File: src/rtl/carry_accumulator.sv
`default_nettype none
// +----------------------------------------------------------------------------+
// | Module   : carry_accumulator                                               |
// | Purpose  : Sums DEPTH operands {c_out,sum} into an ACC_W-bit result with   |
// |            sticky overflow and a valid/ready result handoff.               |
// |            Define ACC_SAT_EN to clamp on overflow instead of wrapping.     |
// | Revision : 1.0 - initial release                                           |
// +----------------------------------------------------------------------------+
module carry_accumulator #(
    parameter int N     = 8,
    parameter int ACC_W = 12,
    parameter int DEPTH = 4
) (
    input  logic             clk,
    input  logic             rst_n,
    input  logic             clear,
    input  logic             in_valid,
    output logic             in_ready,
    input  logic [N-1:0]     sum,
    input  logic             c_out,
    output logic             out_valid,
    input  logic             out_ready,
    output logic [ACC_W-1:0] acc_out,
    output logic [7:0]       count,
    output logic             ovf
);

    typedef enum logic [1:0] {
        IDLE  = 2'd0,
        ACCUM = 2'd1,
        DONE  = 2'd2
    } state_t;

    localparam logic [7:0] c_depth = 8'(DEPTH);

    state_t           r_state;
    state_t           w_state_nxt;
    logic [ACC_W-1:0] r_acc;
    logic [ACC_W-1:0] w_acc_nxt;
    logic [7:0]       r_count;
    logic [7:0]       w_count_nxt;
    logic             r_ovf;
    logic             w_ovf_nxt;
    logic             r_out_valid;
    logic             w_out_valid_nxt;

    logic [ACC_W-1:0] w_operand;
    logic [ACC_W:0]   w_sum_ext;
    logic [ACC_W-1:0] w_acc_add;
    logic             w_carry;
    logic             w_last;

    always_comb begin
        w_operand        = '0;
        w_operand[N:0]   = {c_out, sum};
    end

    // One extra bit exposes the carry out of the accumulator for overflow.
    assign w_sum_ext = {1'b0, r_acc} + {1'b0, w_operand};
    assign w_carry   = w_sum_ext[ACC_W];
    assign w_last    = ((r_count + 8'd1) == c_depth);

`ifdef ACC_SAT_EN
    assign w_acc_add = w_carry ? {ACC_W{1'b1}} : w_sum_ext[ACC_W-1:0];
`else
    assign w_acc_add = w_sum_ext[ACC_W-1:0];
`endif

    always_comb begin
        w_state_nxt     = r_state;
        w_acc_nxt       = r_acc;
        w_count_nxt     = r_count;
        w_ovf_nxt       = r_ovf;
        w_out_valid_nxt = r_out_valid;

        if (clear) begin
            // Abort wins over any acceptance or handoff on the same edge.
            w_state_nxt     = IDLE;
            w_acc_nxt       = '0;
            w_count_nxt     = '0;
            w_ovf_nxt       = 1'b0;
            w_out_valid_nxt = 1'b0;
        end else begin
            case (r_state)
                IDLE, ACCUM: begin
                    if (in_valid) begin
                        w_acc_nxt   = w_acc_add;
                        w_count_nxt = r_count + 8'd1;
                        w_ovf_nxt   = r_ovf | w_carry;
                        if (w_last) begin
                            w_state_nxt     = DONE;
                            w_out_valid_nxt = 1'b1;
                        end else begin
                            w_state_nxt = ACCUM;
                        end
                    end
                end
                DONE: begin
                    if (out_ready) begin
                        w_state_nxt     = IDLE;
                        w_acc_nxt       = '0;
                        w_count_nxt     = '0;
                        w_ovf_nxt       = 1'b0;
                        w_out_valid_nxt = 1'b0;
                    end
                end
                default: begin
                    w_state_nxt     = IDLE;
                    w_acc_nxt       = '0;
                    w_count_nxt     = '0;
                    w_ovf_nxt       = 1'b0;
                    w_out_valid_nxt = 1'b0;
                end
            endcase
        end
    end

    always_ff @(posedge clk or negedge rst_n) begin
        if (!rst_n) begin
            r_state     <= IDLE;
            r_acc       <= '0;
            r_count     <= '0;
            r_ovf       <= 1'b0;
            r_out_valid <= 1'b0;
        end else begin
            r_state     <= w_state_nxt;
            r_acc       <= w_acc_nxt;
            r_count     <= w_count_nxt;
            r_ovf       <= w_ovf_nxt;
            r_out_valid <= w_out_valid_nxt;
        end
    end

    assign in_ready  = (r_state != DONE);
    assign out_valid = r_out_valid;
    assign acc_out   = r_acc;
    assign count     = r_count;
    assign ovf       = r_ovf;

endmodule
`default_nettype wire

File: config.mk
export PLATFORM = sky130hd
export DESIGN_NAME = carry_accumulator
export DESIGN_NICKNAME = d
export VERILOG_FILES = /design/src/rtl/carry_accumulator.sv
export SDC_FILE = /design/constraint.sdc
export NUM_CORES = 1
export LEC_CHECK = 0
export ABC_AREA = 1
export BUFFER_PORTS_ARGS = -buffer_cell sky130_fd_sc_hd__buf_2
export CORE_ASPECT_RATIO = 0.8
export CORE_MARGIN = 3
export CORE_UTILIZATION = 54
export DETAILED_ROUTE_END_ITERATION = 10
export PLACE_DENSITY = 0.88
export SLEW_MARGIN = 20
export SYNTH_ARGS = -nofsm -noshare
export SYNTH_HDL_FRONTEND = slang
export SYNTH_SLANG_ARGS = --single-unit
export TNS_END_PERCENT = 1
File: constraint.sdc
create_clock -name clk -period 2 [get_ports clk]
set_clock_uncertainty 0.1 [all_clocks]
set_input_delay 0.5 -clock clk [delete_from_list [all_inputs] [get_ports clk]]
set_output_delay 0.5 -clock clk [all_outputs]
set_load 0.02 [all_outputs]
==> results of run 1 <==
==> placed cells by master (no fill, tap or decap) <==
cell / instances
nand2_1: 80
buf_2: 36
inv_1: 28
nor2_1: 27
dfrtp_1: 24
nand3_1: 18
o21ai_0: 13
ha_1: 11
a21oi_1: 6
buf_4: 5
clkbuf_8: 4
a22o_1: 3
xor2_1: 2
nand4_1: 2
xnor2_1: 2
nor2_2: 2
inv_2: 2
o22ai_1: 2
o21ai_1: 2
nand3_2: 1
o21ai_4: 1
nor2_4: 1
a21boi_0: 1
and2_1: 1
fa_1: 1
==> report_power, final <==
group          switching [µW]  internal, µW
Clock                     157           176
Sequential               64.4           547
Combinational             403           229
==> cell type report <==
| type | instances | area, µm² |
|---|---|---|
| tap | 38 | 47.5 |
| multi-input combinational | 176 | 905 |
| clock buffer | 4 | 55.1 |
| inverter | 30 | 113 |
| timing repair buffer | 41 | 218 |
| fill | 252 | 891 |
| sequential | 24 | 601 |
==> final timing paths <==
kind | slack (ns) | start | depth (start not counted) | end
min | 0.11 | rst_n | 1 | count[7]$_DFFE_PN0P_
min reg2reg | 0.38 | out_valid$_DFFE_PN0P_ | 2 | out_valid$_DFFE_PN0P_
max reg2reg | 0.17 | acc_out[0]$_DFFE_PN0P_ | 9 | acc_out[6]$_DFFE_PN0P_
max | 0.17 | acc_out[0]$_DFFE_PN0P_ | 9 | acc_out[6]$_DFFE_PN0P_
max in group asynchronous | 1.32 | rst_n | 1 | acc_out[6]$_DFFE_PN0P_
min in group clk | 0.38 | out_valid$_DFFE_PN0P_ | 2 | out_valid$_DFFE_PN0P_
==> cells in the mapped netlist <==
cell	instances
a21boi_0	1
a21oi_1	6
a22o_1	3
and2_1	1
buf_2	1
buf_6	1
dfrtp_1	24
fa_1	1
ha_1	11
inv_1	28
inv_2	2
nand2_1	80
nand3_1	18
nand3_2	1
nand4_1	2
nor2_1	28
nor2_2	1
nor2_4	1
o21ai_0	13
o21ai_1	2
o21ai_4	1
o22ai_1	2
xnor2_1	2
xor2_1	2
==> kinds of logic after synthesis <==
group | Yosys count | synth area share
buffers and inverters | 32 | 0.0790
adders and majority gates | 12 | 0.0966
and+or+nand+nor | 132 | 0.332
DFF | 24 | 0.368
xor gates and xnor gates | 4 | 0.0215
AOI/OAI and AO/OA | 28 | 0.103
==> stage by stage <==
step,worst slack (ns),power (µW),hold WS [ns]
6_report,0.172,1580,0.111
3_5_place_dp,-0.0820,1250,0.363
4_1_cts,0.104,1580,0.122
2_1_floorplan,0.126,1050,0.104
3_3_place_gp,-0.0303,1230,0.364
5_1_grt,0.0171,1700,0.138
==> worst max-delay path: cells and delay by family, from the launching register on <==
kind                       cells  cell delay [ns]
AOI/OAI and AO/OA              2             0.27
DFF                            1             0.41
adders and majority gates      2             0.60
buffers and inverters          1             0.07
and+or+nand+nor                4             0.29
==> registers in the layout, summed over array words and instances, names as in the netlist <==
| signal | count |
|---|---|
| out_valid | 1 |
| ovf | 1 |
| acc_out | 12 |
| r_state | 2 |
| count | 8 |
==> metal layers <==
| layer | wire, µm | GRT usage |
|---|---|---|
| met5 | 0 | 0 |
| met4 | 33 | 0.0606 |
| met3 | 230 | 0.0485 |
| met2 | 1670 | 0.336 |
| met1 | 1780 | 0.319 |
==> flow_summary.toml, run 1 <==
[logic_synthesis]
synth_area_leaders = "dfrtp_1, nand2_1, ha_1, inv_1, nor2_1"
syn-instance-count = 232
ys_types = 24
yosys.area.top_type = "dfrtp_1"
syn-num-nets = 258
synth_top_cell_area_share = 0.368
yosysSeqAreaShare = 0.368
synth_seq_cells = 24
yosysWarnings = 0
synth.avg_cell_area_um2 = 7.03
synth_area_mm2 = 0.00163

[drt]
vias = 1591
wl_per_cell_um = 11.9
routed_via_density = 5.08
routed_wl_mm = 3.72
firstDrtPassIters = 4
ant_nets = 0
drc = 0
first_iter_violations = 110

[timing]
final-hold-violation-count = 0
drv_slew = 0
fin_crit_sh = 0.914
rsz0062_at_grt = "no"
setup_viol = 0
setup_tns_ns = 0
worst_slew_pin_slew_ns = 0.558
fmax_mhz = 547
period_needed_ns = 1.83
slew-limit-headroom = 0.628

[floorplanning]
die_y_um = 55.2
initial_core_util = 0.577
io_pins = 37
core_mm2 = 0.00283
dieArea_mm2 = 0.00372
die_width_um = 67.5
num_rows = 17

[setup_path]
cp.required_ns = 2.09
worstPathCellList = "ha_1, fa_1, inv_1, nor2_1, nor2_2, o21ai_0, nand2_1, nand2_1, o21ai_0"
crit_path_end_kind = "flop"
worstPathMaxFanout = 3
cp.arrival_ns = 1.92
startpoint_type = "flop"
critPathMaxStageDelay_ns = 0.41
critical_path_class = "flop to flop"
critPathSlowestCell = "dfrtp_1"

[clocking]
cts_max_level = 1
clock-sinks = 24
path_clk_slew_ns = 0.08
clock_latency_ns = 0.27
cts_root_buf = "clkbuf_8"
cts_max_path_buffers = 2
hold_buffers = 0
ctsResizeCount = 0
cts_buffers = 3
cts_tree = "built"
post_cts_buffers = 0

[worst_hold_path]
hp-class = "input pin to async pin"

[place]
hpwl_mm = 2.87
place_congestion = 0.907
port_buffers = 36
placed_area_mm2 = 0.00188
dp.cells = 309

[final_layout]
nNetsFinal = 302
layout-drive-gt1-share = 0.189
final_core_util = 0.685
final_area_mm2 = 0.00194
n_antenna_cell = 0
area_growth_syn_to_layout_pct = 18.8
layout.cells.non_filler = 313

[grt]
grt_max_degree = 25
grtUsageTotal = 0.222
grt_overflow = 0
first_global_vias = 1384
grt_pass1_wl_mm = 6.14
antenna_found_initial = 0

[pwr]
cellPowerDensity_mw_per_mm2 = 813
vdd_ir_drop_max_mv = 0.520
p_leak_uw = 0.00111

[job]
max_cap_violations = 0

[status]
status = "complete, no violations"
(Power assumes the default switching activity.)
==> inputs of run 2 (changes only) <==
--- a/config.mk
+++ b/config.mk
@@ -12,6 +12,7 @@
 export CORE_UTILIZATION = 54
 export DETAILED_ROUTE_END_ITERATION = 10
 export PLACE_DENSITY = 0.88
+export RECOVER_POWER = 50
 export SLEW_MARGIN = 20
 export SYNTH_ARGS = -nofsm -noshare
 export SYNTH_HDL_FRONTEND = slang
==> flow_summary.toml, run 2 (synthesized netlist as in run 1, its figures left out) <==
[clocking]
cts_tree = "built"
hold_buffers = 0
cts_max_path_buffers = 2
cts_buffers = 3
ctsResizeCount = 0
cts_max_level = 1
post_cts_buffers = 0
clock-sinks = 24
clock_latency_ns = 0.27
cts_root_buf = "clkbuf_8"
path_clk_slew_ns = 0.08

[setup_path]
worstPathMaxFanout = 3
r2r_start = "acc_out[0]$_DFFE_PN0P_"
cp-startpoint = "acc_out[0]$_DFFE_PN0P_"
startpoint_type = "flop"
critPathSlowestCell = "dfrtp_1"
crit_path_end_kind = "flop"
cp.arrival_ns = 1.92
worstPathCellList = "ha_1, fa_1, inv_1, nor2_1, nor2_2, o21ai_0, nand2_1, nand2_1, o21ai_0"
critical_path_class = "flop to flop"
path_buf_inv = 1
cp.required_ns = 2.09
critPathMaxStageDelay_ns = 0.41
cp_top_family = "adder cells"

[pwr]
p_leak_uw = 0.00107
cellPowerDensity_mw_per_mm2 = 814
vdd_ir_drop_max_mv = 0.520

[floorplanning]
die_width_um = 67.5
dieArea_mm2 = 0.00372
initial_core_util = 0.577
core_mm2 = 0.00283
num_rows = 17
die_y_um = 55.2
io_pins = 37

[drt]
routed_wl_mm = 3.72
ant_nets = 0
wl_per_cell_um = 11.9
firstDrtPassIters = 4
vias = 1587
first_iter_violations = 109
routed_via_density = 5.07
drc = 0

[worst_hold_path]
hp-class = "flop to flop"
min-delay-start = "out_valid$_DFFE_PN0P_"

[timing]
worst_slack_ns = 0.169
drv_slew = 0
setup_tns_ns = 0
setup_viol = 0
slew-limit-headroom = 0.117
hold_ws_ns = 0.385
fmax_mhz = 546
final-hold-violation-count = 0
period_needed_ns = 1.83
fin_crit_sh = 0.915
rsz0062_at_grt = "no"
worst_slew_pin_slew_ns = 1.32

[place]
hpwl_mm = 2.87
place_congestion = 0.907
port_buffers = 36
pre_cts_ws_ns = -0.0820
placed_area_mm2 = 0.00188

[final_layout]
n_fill_cell = 258
area_growth_syn_to_layout_pct = 17.9
n_antenna_cell = 0
largest_reg_flops = 12
layout_commonest_cell = "nand2_1"
nNetsFinal = 302
final_area_mm2 = 0.00192
final_cell_mix = "nand2_1, inv_1, nor2_1"
layout-drive-gt1-share = 0.145
final_core_util = 0.680

[grt]
grtUsageTotal = 0.222
grt_max_degree = 25
grt_pass1_wl_mm = 6.14
antenna_found_initial = 0
grt_overflow = 0
first_global_vias = 1384

[status]
status = "complete, no violations"

[job]
max_cap_violations = 0
==> run 2: final cells by class <==
| class | count | area (µm²) | share of cell area |
|---|---|---|---|
| flip-flops and latches | 24 | 601 | 0.312 |
| multi-input cells | 176 | 905 | 0.470 |
| well taps | 38 | 47.5 | 0.0247 |
| clock buffers | 4 | 55.1 | 0.0286 |
| inverters | 30 | 113 | 0.0586 |
| repair buffers | 41 | 203 | 0.105 |
==> run 2: final timing paths <==
path / end / slack, ns / cells past startpoint
worst min-delay path: out_valid$_DFFE_PN0P_ / 0.39 / 2
max in group asynchronous: acc_out[8]$_DFFE_PN0P_ / 0.62 / 1
worst min register to register: out_valid$_DFFE_PN0P_ / 0.39 / 2
min in group asynchronous: count[7]$_DFFE_PN0P_ / 0.40 / 1
worst max-delay path: acc_out[6]$_DFFE_PN0P_ / 0.17 / 9
worst max register to register: acc_out[6]$_DFFE_PN0P_ / 0.17 / 9
==> run 2: layer usage <==
layer	GRT usage	up-vias	routed length, µm
met1	0.319	716	1780
met5	0	-	0
met2	0.336	44	1670
met3	0.0485	5	235
li1	-	822	-
met4	0.0606	0	33
==> run 2: power by group <==
part	leakage [µW]	internal, µW	switching, µW
combinational	0.000718	217	404
clock	0.0000288	176	157
sequential	0.000321	547	65.4
total	0.00107	940	626
==> run 2: worst reg2reg max path, delay by kind of cell (launching register included) <==
kind	cells	cell delay, ns
AO/OA/AOI/OAI	2	0.27
adder cells (fa/ha/maj)	2	0.60
buffers and inverters	1	0.07
flip-flops	1	0.41
AND/OR/NAND/NOR	4	0.29
==> run 2: stage by stage <==
step                std cells  power [µW]
finish                    313        1570
global route              313        1690
CTS                       313        1580
detailed placement        309        1250
global placement          309        1230
floorplan                 232        1050
